**src/rtl/hazard_pkg.sv**
```systemverilog
// Shared definitions for the pipeline hazard controller: forwarding-mux
// encodings, the PC register index, the memory-wait FSM state type and the
// operand forwarding selection helper.
package hazard_pkg;

  // E-stage operand mux encodings
  localparam logic [1:0] FWD_RF = 2'b00;  // register file read value
  localparam logic [1:0] FWD_W  = 2'b01;  // W-stage result
  localparam logic [1:0] FWD_M  = 2'b10;  // M-stage ALU result

  // r15 reads return PC+8 from the datapath and must never be forwarded
  localparam logic [3:0] REG_PC = 4'd15;

  // Memory-wait sequencer states
  typedef enum logic {
    RUN  = 1'b0,
    WAIT = 1'b1
  } mem_state_e;

  // Forwarding select for one E-stage source register; M wins over W
  function automatic logic [1:0] fwd_sel(
    input logic [3:0] ra,
    input logic [3:0] wa_m,
    input logic [3:0] wa_w,
    input logic       we_m,
    input logic       we_w
  );
    logic [1:0] sel;
    sel = FWD_RF;
    if (we_m && (ra == wa_m) && (ra != REG_PC)) begin
      sel = FWD_M;
    end else if (we_w && (ra == wa_w) && (ra != REG_PC)) begin
      sel = FWD_W;
    end
    return sel;
  endfunction

endpackage

```
**src/rtl/hazard_ctrl_perf_cnt.sv**
```systemverilog
// Performance counters for the hazard controller: stall cycles, flush cycles
// and data-memory wait cycles. Each counter wraps at 2^CNT_WIDTH.
// Only instantiated when HAZARD_PERF_EN is defined.
module hazard_perf_cnt #(
  parameter int CNT_WIDTH = 32
) (
  input  logic                 clk_i,
  input  logic                 reset_i,
  input  logic                 stall_i,
  input  logic                 flush_i,
  input  logic                 memwait_i,
  output logic [CNT_WIDTH-1:0] stall_cnt_o,
  output logic [CNT_WIDTH-1:0] flush_cnt_o,
  output logic [CNT_WIDTH-1:0] memwait_cnt_o
);

  logic [CNT_WIDTH-1:0] stall_cnt_q,   stall_cnt_d;
  logic [CNT_WIDTH-1:0] flush_cnt_q,   flush_cnt_d;
  logic [CNT_WIDTH-1:0] memwait_cnt_q, memwait_cnt_d;

  // Next counter values: add one for each event seen this cycle
  always_comb begin
    stall_cnt_d   = stall_cnt_q   + CNT_WIDTH'(stall_i);
    flush_cnt_d   = flush_cnt_q   + CNT_WIDTH'(flush_i);
    memwait_cnt_d = memwait_cnt_q + CNT_WIDTH'(memwait_i);
  end

  // Counter registers, cleared by the asynchronous reset
  always_ff @(posedge clk_i or posedge reset_i) begin
    if (reset_i) begin
      stall_cnt_q   <= '0;
      flush_cnt_q   <= '0;
      memwait_cnt_q <= '0;
    end else begin
      stall_cnt_q   <= stall_cnt_d;
      flush_cnt_q   <= flush_cnt_d;
      memwait_cnt_q <= memwait_cnt_d;
    end
  end

  assign stall_cnt_o   = stall_cnt_q;
  assign flush_cnt_o   = flush_cnt_q;
  assign memwait_cnt_o = memwait_cnt_q;

endmodule

```
**src/rtl/hazard_ctrl.sv**
```systemverilog
// Pipeline hazard controller for the five-stage core (F, D, E, M, W).
// Produces stall enables, synchronous flushes and E-stage forwarding selects,
// and sequences data-memory waits with a sticky timeout watchdog.
// Optional feature macro: HAZARD_PERF_EN (performance counters; without it
// the counter ports are tied to zero).
//
// Handshake: a data-memory access is presented by memreqm; the memory
// completes it in the cycle dmem_ready is high. Every cycle with memreqm high
// and dmem_ready low is a wait cycle that freezes the whole pipeline and
// pushes a bubble into W; the access retires in the dmem_ready cycle.
module hazard_ctrl
  import hazard_pkg::*;
#(
  parameter int MEM_TIMEOUT = 64,
  parameter int CNT_WIDTH   = 32
) (
  input  logic                 clk,
  input  logic                 reset,
  input  logic [3:0]           ra1d,
  input  logic [3:0]           ra2d,
  input  logic [3:0]           ra1e,
  input  logic [3:0]           ra2e,
  input  logic [3:0]           wa3e,
  input  logic [3:0]           wa3m,
  input  logic [3:0]           wa3w,
  input  logic                 regwritem,
  input  logic                 regwritew,
  input  logic                 memtorege,
  input  logic                 pcsrcd,
  input  logic                 pcsrce,
  input  logic                 pcsrcm,
  input  logic                 pcsrcw,
  input  logic                 branchtakene,
  input  logic                 memreqm,
  input  logic                 dmem_ready,
  output logic [1:0]           forwardae,
  output logic [1:0]           forwardbe,
  output logic                 stallf,
  output logic                 stalld,
  output logic                 stalle,
  output logic                 stallm,
  output logic                 flushd,
  output logic                 flushe,
  output logic                 flushw,
  output logic                 mem_timeout,
  output logic [CNT_WIDTH-1:0] stall_cnt,
  output logic [CNT_WIDTH-1:0] flush_cnt,
  output logic [CNT_WIDTH-1:0] memwait_cnt,
  output logic                 dbg_state   // 1 while the memory FSM is in WAIT
);

  // Wait counter saturates at MEM_TIMEOUT, so it only needs to hold that value
  localparam int              WCW    = $clog2(MEM_TIMEOUT + 1);
  localparam logic [WCW-1:0]  TO_VAL = WCW'(MEM_TIMEOUT);
  localparam logic [WCW-1:0]  ONE    = WCW'(1);

  logic ldrstall;
  logic pcwrpend;
  logic memstall;

  mem_state_e     state_q, state_d;
  logic [WCW-1:0] wcnt_q,  wcnt_d;
  logic           timeout_q, timeout_d;

  // Operand forwarding is independent of stalls and always follows the inputs
  assign forwardae = fwd_sel(ra1e, wa3m, wa3w, regwritem, regwritew);
  assign forwardbe = fwd_sel(ra2e, wa3m, wa3w, regwritem, regwritew);

  // Hazard detection and stall/flush generation; a memory wait overrides all
  always_comb begin
    ldrstall = memtorege & ((ra1d == wa3e) | (ra2d == wa3e));
    pcwrpend = pcsrcd | pcsrce | pcsrcm;
    memstall = memreqm & ~dmem_ready;

    stallf = ldrstall | pcwrpend;
    stalld = ldrstall;
    stalle = 1'b0;
    stallm = 1'b0;
    flushd = pcwrpend | pcsrcw | branchtakene;
    flushe = ldrstall | branchtakene;
    flushw = 1'b0;

    if (memstall) begin
      // Freeze F..M and drop a bubble into W; nothing ahead may be flushed,
      // otherwise the held instructions would be lost
      stallf = 1'b1;
      stalld = 1'b1;
      stalle = 1'b1;
      stallm = 1'b1;
      flushd = 1'b0;
      flushe = 1'b0;
      flushw = 1'b1;
    end
  end

  // Memory-wait FSM state, wait counter and sticky watchdog flag
  always_ff @(posedge clk or posedge reset) begin
    if (reset) begin
      state_q   <= RUN;
      wcnt_q    <= '0;
      timeout_q <= 1'b0;
    end else begin
      state_q   <= state_d;
      wcnt_q    <= wcnt_d;
      timeout_q <= timeout_d;
    end
  end

  // Next-state logic: WAIT persists while the access is still stalled; both
  // dmem_ready and an (illegal) drop of memreqm end the stall
  always_comb begin
    state_d = state_q;
    wcnt_d  = wcnt_q;
    unique case (state_q)
      RUN: begin
        if (memstall) begin
          state_d = WAIT;
          wcnt_d  = ONE;
        end
      end
      WAIT: begin
        if (memstall) begin
          wcnt_d = (wcnt_q >= TO_VAL) ? TO_VAL : (wcnt_q + ONE);
        end else begin
          state_d = RUN;
        end
      end
      default: begin
        state_d = RUN;
        wcnt_d  = '0;
      end
    endcase
    // Counter reaches MEM_TIMEOUT on the edge ending that many wait cycles
    timeout_d = timeout_q | (memstall & (wcnt_d == TO_VAL));
  end

  assign mem_timeout = timeout_q;
  assign dbg_state   = (state_q == WAIT);

`ifdef HAZARD_PERF_EN
  hazard_perf_cnt #(
    .CNT_WIDTH (CNT_WIDTH)
  ) u_perf_cnt (
    .clk_i         (clk),
    .reset_i       (reset),
    .stall_i       (stallf),
    .flush_i       (flushd | flushe),
    .memwait_i     (memstall),
    .stall_cnt_o   (stall_cnt),
    .flush_cnt_o   (flush_cnt),
    .memwait_cnt_o (memwait_cnt)
  );
`else
  assign stall_cnt   = '0;
  assign flush_cnt   = '0;
  assign memwait_cnt = '0;
`endif

endmodule

```
**config.mk**
```make
export PLATFORM = sky130hd
export DESIGN_NAME = hazard_ctrl
export DESIGN_NICKNAME = d
export VERILOG_FILES = /design/src/rtl/hazard_pkg.sv /design/src/rtl/hazard_ctrl_perf_cnt.sv /design/src/rtl/hazard_ctrl.sv
export SDC_FILE = /design/constraint.sdc
export NUM_CORES = 1
export LEC_CHECK = 0
export BUFFER_PORTS_ARGS = -buffer_cell sky130_fd_sc_hd__clkbuf_2
export CELL_PAD_IN_SITES_DETAIL_PLACEMENT = 2
export CELL_PAD_IN_SITES_GLOBAL_PLACEMENT = 2
export CORE_ASPECT_RATIO = 1.1
export CORE_UTILIZATION = 19
export DETAILED_ROUTE_END_ITERATION = 8
export PLACE_DENSITY_LB_ADDON = 0.1
export SLEW_MARGIN = 20
export SYNTH_ARGS = -nofsm -noshare
export SYNTH_HDL_FRONTEND = slang
export SYNTH_SLANG_ARGS = --single-unit
```
**constraint.sdc**
```tcl
create_clock -name clk -period 3.2 [get_ports clk]
set_input_delay 0.64 -clock clk [delete_from_list [all_inputs] [get_ports clk]]
set_output_delay 0.64 -clock clk [all_outputs]
set_load 0.1 [all_outputs]
```
---- Word-level counts from Yosys, hierarchy flattened ----
Index checks and enable logic that the tools add are counted.
operators by class
  bitwise operators ....................... 13
  reductions and logical operators ........ 8
  order comparisons ....................... 1
  $add $sub $neg .......................... 1
  equality and inequality tests ........... 9
  muxes and demuxes ....................... 13
operator list
  cell                                                            count
  4-bit == test                                                   6
  7-bit 2-to-1 mux                                                3
  7-bit one-hot mux with 2 select lines                           1
  1-bit logical AND                                               8
  4-bit != test (second input constant)                           2
  1-bit OR                                                        8
  7-bit by 1-bit adder with 7-bit output (second input constant)  1
  7-bit == test (second input constant)                           1
  7-bit greater-or-equal comparator (second input constant)       1
  1-bit 2-to-1 mux                                                7
  2-bit 2-to-1 mux                                                2
  1-bit bitwise AND                                               3
  1-bit inverter                                                  2
storage, ports and cells
  register bits ........................... 9
  logic and storage cells ................. 48

---- Depth between registers and ports, before layout ----
Gate-level depths: netlist of run 1.
  word-level depth ........................ 7
  depth in mapped cells ................... 6
  mapped depth without buffers ............ 5

---- Least setup slack after synthesis of run 1 ----
OpenSTA, ideal clock, no wires.
  kind .................................... input to output
  from .................................... in dmem_ready
  to ...................................... out flushd
  path slack .............................. -886 ps
  arrival time ............................ 3,446 ps
  buffers on the path ..................... 1
  data required time ...................... 2,560 ps
  stages on the path ...................... 4
  cell sequence ........................... nand2b_1 > buf_2 > clkinv_1 > a21oi_1
on the way
  longest elaborated chain between the ends .. 3
RTL lines
  element            line               source
  from (decl)        hazard_ctrl.sv:35  input logic dmem_ready,
  1-bit inverter     hazard_ctrl.sv:73  memstall = memreqm & ~dmem_ready;
  1-bit bitwise AND  hazard_ctrl.sv:73
  1-bit 2-to-1 mux   hazard_ctrl.sv:83  if (memstall) begin
  to (decl)          hazard_ctrl.sv:42  output logic flushd,
No other way between the ends.

---- Worst setup path in the final report of run 1 ----
  from .................................... in wa3e[0]
  to ...................................... out stallf
on the way
  longest elaborated chain between the ends .. 5
  elaborated cells between the ends (all ways) .. 6
  those cells by class .................... eq/ne: 2; mux: 1; bitwise: 3
RTL lines
  element              line               source
  from (decl)          hazard_ctrl.sv:23  input logic [3:0] wa3e,
  4-bit == test        hazard_ctrl.sv:71  ldrstall = memtorege & ((ra1d == wa3e) | (ra2d == wa3e));
  1-bit OR *           hazard_ctrl.sv:71
  1-bit bitwise AND *  hazard_ctrl.sv:71
  1-bit OR *           hazard_ctrl.sv:75  stallf = ldrstall | pcwrpend;
  1-bit 2-to-1 mux *   hazard_ctrl.sv:83
  to (decl)            hazard_ctrl.sv:38  output logic stallf,
Mark *: on every way between the ends. The rest lies on a longest branch, timed or not.

==> impl_metrics.csv, run 1 <==
group,metric,value,unit
global_route,gr-usage-met2,0.157,
die,dieArea,8530,µm²
critical_path,ff2ff_setup_slack,1.81,ns
cells_and_area,regArea,225,µm²
cells_and_area,synthToLayoutAreaGrowth,9.03,%
pwr,ir_worst_vdd,0.185,mV
clock_network,cts.clk_slew.worst_paths,0.05,ns
timing,worst_pin_slew,0.617,ns
global_route,grt_max_degree,13,
critical_path,worst_ep_arrival_time,1.95,ns
place,place.gp.congestion,0.698,
global_route,grt_pass1_wl,5.87,mm
clock_network,holdBufCountCts,0,
cells_and_area,antenna_cells,0,
critical_path,cp_max_fo,3,
cells_and_area,instances_no_fill,357,
timing,max_freq,0.385,GHz
critical_path,r2r-end,"mem_timeout",
timing,clock_skew,0.00272,ns
clock_network,cts_tree,"yes",
cells_and_area,stdcell_area,1690,µm²
place,io_buffers,52,
cells_and_area,final_cell_mix,"96 x conb_1, 49 x clkbuf_2, 12 x xnor2_1",
clock_network,clock_latency,0.24,ns
die,rows,34,
critical_path,slowest_stage,"o21ai_0",
run,max_cap_violations,0,
timing,period_needed,2.59,ns
place,placed_area,1650,µm²
critical_path,start_kind,"input port",
critical_path,max_stage_delay,0.51,ns
logic_synthesis,postSynthAreaPerCell,7.92,µm²
drt,wire_per_inst,10.7,µm
die,io_pins,149,
global_route,antenna_found_initial,0,
place,dp.cells,353,
clock_network,ctsResizeCount,0,
timing,fin_setup_tns,0,ns
logic_synthesis,synth-edff-count,0,
global_route,grt-busiest-layer,"met2",
critical_path,critPathKind,"in -> out",
logic_synthesis,synth_cells,196,
timing,period_share,0.811,
logic_synthesis,ys_seq_area_frac,0.145,
critical_path,startpoint,"wa3e[0]",
hold_path,hp-class,"in -> async",
cells_and_area,fillCellCount,1014,
critical_path,cp.required,2.56,ns
clock_network,clockBufferDepth,2,
pwr,power_density,547,nW/µm²
global_route,track_usage,0.0881,
clock_network,root_buffer,"clkbuf_8",
drt,postRouteAntennaNets,0,
cells_and_area,fin_util,0.214,
die,die_w,88.2,µm
timing,fin_worst_hold_slack,0.353,ns
status,status,"finished clean",
drt,dr.pass1.iters,4,
logic_synthesis,synth_top_cell_area_share,0.474,
timing,rsz0062_at_grt,"false",
logic_synthesis,synth_seq_cells,9,
die,die_h,96.8,µm
critical_path,end_kind,"output port",
die,core,7910,µm²
global_route,grt_pass1_vias,1173,
critical_path,cp_cell_sequence,"clkbuf_2 > xor2_1 > nor4_1 > o21ai_0 > nand3_1 > buf_4",
drt,wl,3.81,mm
die,initial_core_util,0.196,
critical_path,worst-path-buf-inv,2,
cells_and_area,layout-drive-gt1-share,0.261,
timing,maxSlewViolCount,0,
critical_path,timing.rr.start,"wcnt_q[0]",
logic_synthesis,synth_area,1550,µm²
drt,drt_iter0_markers,22,
logic_synthesis,ys.flop_type,"dfrtp_1",
logic_synthesis,synth.distinct_cells,29,
clock_network,htreeDepth,1,
timing,setup_viol,0,
clock_network,cts_buffers,3,
critical_path,reg2regPathDepth,5,
place,hpwl,3.54,mm
critical_path,crit_family,"compound AO/OA/AOI/OAI gates",
logic_synthesis,yosys_warnings,0,
critical_path,cp.depth,6,
logic_synthesis,yosys.area.top_type,"buf_4",
logic_synthesis,async_flop_share,1.00,
logic_synthesis,synth.area.top_cells,"buf_4 47%, dfrtp_1 15%, xnor2_1 6.8%, xor2_1 4.5%, o21ai_0 3.5%",
cells_and_area,multi_input_area,978,µm²
pwr,p_leak,0.878,nW
drt,viasPerCell,3.30,
global_route,grt.overflow.total,0,
clock_network,postCtsSetupRepairBufs,0,
cells_and_area,nets,292,
timing,slew_headroom,0.584,
timing,finalHoldViolCount,0,
drt,drc_errors,0,
global_route,gr-usage-met1,0.0979,
clock_network,clkSinkCount,9,
drt,vias,1178,
cells_and_area,layout.cells.most_common,"conb_1",
critical_path,cp-endpoint,"stallf",
global_route,use_met3,0.0290,
per-layer routing:
| layer | vias to the layer above | share of wire |
|---|---|---|
| li1 | 548 | - |
| met1 | 548 | 0.35 |
| met2 | 78 | 0.53 |
| met3 | 4 | 0.10 |
| met4 | 0 | 0.013 |
| met5 | - | 0 |
state kept, by name, indices dropped and copies added, names as in the netlist:
name         count
dbg_state        1
mem_timeout      1
wcnt_q           7
metrics by stage:
step,worst slack (ns),power [W]
2_1_floorplan,0.244,0.000823
5_1_grt,0.429,0.000960
6_report,0.606,0.000925
4_1_cts,0.491,0.000932
3_5_place_dp,0.491,0.000792
3_3_place_gp,0.550,0.000793
layout make-up:
| type | count | area share |
|---|---|---|
| Multi-Input combinational cell | 178 | 0.578 |
| Tap cell | 108 | 0.0799 |
| Inverter | 5 | 0.0118 |
| Timing Repair Buffer | 53 | 0.170 |
| Clock buffer | 4 | 0.0266 |
| Sequential cell | 9 | 0.133 |
report_power, final:
group          internal, W  switching, W
Combinational    0.0000555      0.000610
Sequential        0.000119    0.00000623
Clock            0.0000871     0.0000478
synthesized netlist by cell type, drive strengths merged (3+ instances only):
library cell and number:
xnor2 12, o21ai 12, nand2b 3, nand4 6
nand3 5, xor2 8, dfrtp 9, inv 4
buf 99, nor2b 3, a2111oi 3, nand2 11
worst min path at each step:
| stage | start | end | cells past startpoint |
|---|---|---|---|
| after floorplan | reset | dbg_state | 1 |
| after global placement | mem_timeout | mem_timeout | 1 |
| after detailed placement | mem_timeout | mem_timeout | 1 |
| after CTS | reset | wcnt_q[5] | 2 |
| after global routing | reset | wcnt_q[0] | 2 |
| final | reset | mem_timeout | 2 |
logic make-up (layout without fill, tap and decap cells):
logic type | count (synthesis) | in the layout | synth area share
other | 1 | 96 | 0.00242
adders and majority gates | 2 | 2 | 0.0161
and+or+nand+nor | 38 | 38 | 0.129
xor gates and xnor gates | 20 | 20 | 0.113
buffers and inverters | 104 | 62 | 0.490
DFF | 9 | 9 | 0.145
AOI/OAI and AO/OA | 22 | 22 | 0.105
Note: power is estimated with default switching activity, not from simulation.
==> run 2: changes to the inputs <==
--- a/config.mk
+++ b/config.mk
@@ -9,7 +9,7 @@
 export CELL_PAD_IN_SITES_DETAIL_PLACEMENT = 2
 export CELL_PAD_IN_SITES_GLOBAL_PLACEMENT = 2
 export CORE_ASPECT_RATIO = 1.1
-export CORE_UTILIZATION = 19
+export CORE_UTILIZATION = 16
 export DETAILED_ROUTE_END_ITERATION = 8
 export PLACE_DENSITY_LB_ADDON = 0.1
 export SLEW_MARGIN = 20
==> constraint.sdc (replaced) <==
create_clock -name clk -period 2.35 [get_ports clk]
set_input_delay 0.47 -clock clk [delete_from_list [all_inputs] [get_ports clk]]
set_output_delay 0.47 -clock clk [all_outputs]
set_load 0.1 [all_outputs]
==> impl_metrics.csv, run 2 (synthesis gave the netlist of run 1 again) <==
group,metric,value,unit
die,io_pins,149,
global_route,antenna_found_initial,0,
global_route,grt_max_degree,13,
cells_and_area,antenna_cells,0,
cells_and_area,final_cell_mix,"96 x conb_1, 44 x clkbuf_2, 12 x xnor2_1",
critical_path,ff2ff_setup_slack,0.93,ns
clock_network,cts_tree,"yes",
cells_and_area,fillCellCount,1174,
place,place.gp.congestion,0.718,
timing,setup_ws,0.205,ns
drt,drt_iter0_markers,19,
cells_and_area,nets,293,
critical_path,worst_ep_arrival_time,1.67,ns
cells_and_area,layout-drive-gt1-share,0.280,
die,die_w,95.9,µm
die,dieArea,10100,µm²
timing,period_share,0.913,
clock_network,cts_buffers,3,
drt,dr.pass1.iters,3,
run,max_cap_violations,0,
place,placed_area,1790,µm²
drt,viasPerCell,3.21,
place,io_buffers,52,
timing,max_freq,0.466,GHz
pwr,power_density,701,nW/µm²
cells_and_area,layout.cells.most_common,"conb_1",
place,post-place-ws,-0.0334,ns
die,die_h,105,µm
pwr,ir_worst_vdd,0.224,mV
cells_and_area,fin_util,0.195,
status,status,"finished clean",
critical_path,end_kind,"output port",
drt,vias,1178,
timing,setup_viol,0,
die,initial_core_util,0.165,
cells_and_area,largest_reg_flops,7,
clock_network,htreeDepth,1,
critical_path,cp_max_fo,3,
timing,fin_setup_tns,0,ns
timing,rsz0062_at_grt,"false",
place,hpwl,3.64,mm
drt,drc_errors,0,
clock_network,clkSinkCount,9,
pwr,finalPower,0.00128,W
critical_path,critPathKind,"in -> out",
die,rows,37,
drt,wire_per_inst,10.8,µm
pwr,p_leak,0.918,nW
timing,worst_pin_slew,0.543,ns
timing,finalHoldViolCount,0,
clock_network,cts.clk_slew.worst_paths,0.05,ns
critical_path,timing.rr.start,"wcnt_q[0]",
timing,period_needed,2.14,ns
drt,wl,3.97,mm
critical_path,reg2regPathDepth,5,
global_route,track_usage,0.0795,
clock_network,clock_latency,0.23,ns
timing,clock_skew,0.00358,ns
critical_path,start_kind,"input port",
critical_path,cp.required,1.88,ns
critical_path,startpoint,"wa3e[2]",
clock_network,postCtsSetupRepairBufs,0,
cells_and_area,stdcell_area,1830,µm²
critical_path,r2r-end,"mem_timeout",
hold_path,hp-class,"in -> async",
cells_and_area,top_register,"wcnt_q",
timing,maxSlewViolCount,0,
cells_and_area,synthToLayoutAreaGrowth,18.1,%
drt,postRouteAntennaNets,0,
global_route,grt_pass1_vias,1155,
global_route,grt_pass1_wl,6.18,mm
die,core,9400,µm²
clock_network,root_buffer,"clkbuf_8",
timing,slew_headroom,0.639,
clock_network,clockBufferDepth,2,
global_route,grt.overflow.total,0,
[run 2: cell count changes in the layout (fill, tap and decap cells not counted), sizes merged]
cell | before | now
buf | 4 | 10
clkbuf | 53 | 48
[run 2: per-stage QoR]
| step | instances | hold WS, ns |
|---|---|---|
| CTS | 367 | 0.208 |
| floorplan | 291 | 0.298 |
| detailed placement | 363 | 0.462 |
| finish | 367 | 0.194 |
| global route | 367 | 0.224 |
| global placement | 363 | 0.458 |
[run 2: report_power, final]
part	internal, W	switching (W)	leakage, nW
Clock	0.000119	0.0000653	0.0228
Sequential	0.000162	0.00000863	0.121
Combinational	0.0000935	0.000836	0.774
Total	0.000374	0.000910	0.918
[run 2: how the worst max path moves through the flow]
| stage | to |
|---|---|
| 6_report | flushe |
| 2_1_floorplan | forwardbe[0] |
| 3_5_place_dp | stallf |
| 4_1_cts | flushe |
| 5_1_grt | flushe |
| 3_3_place_gp | stallf |
[run 2: timing repair]
item	in CTS	in global routing
setup endpoints to repair	1	0
hold buffers	0	0
hold endpoints to repair	0	0
gates resized for setup	1	0
[run 2: worst max-delay path, stage by stage]
cell and delay, ns:
clkbuf_2 0.10, xor2_1 0.14, nor4_1 0.31, o21ai_1 0.24
a21oi_4 0.22, buf_12 0.19
[run 2: routing by layer]
metal | wire length, µm | track usage | up-vias
met5 | 0 | 0 | -
met4 | 7 | 0.00959 | 0
met3 | 457 | 0.0382 | 2
met2 | 1990 | 0.131 | 76
met1 | 1520 | 0.0954 | 547
li1 | - | - | 553
[run 2: area by class of cell]
type,instances,area [µm²],share of cell area
inverters,5,20.0,0.0109
flip-flops and latches,9,225,0.123
multi-input cells,178,1000,0.546
well taps,117,146,0.0799
repair buffers,54,395,0.216
clock buffers,4,45.0,0.0246
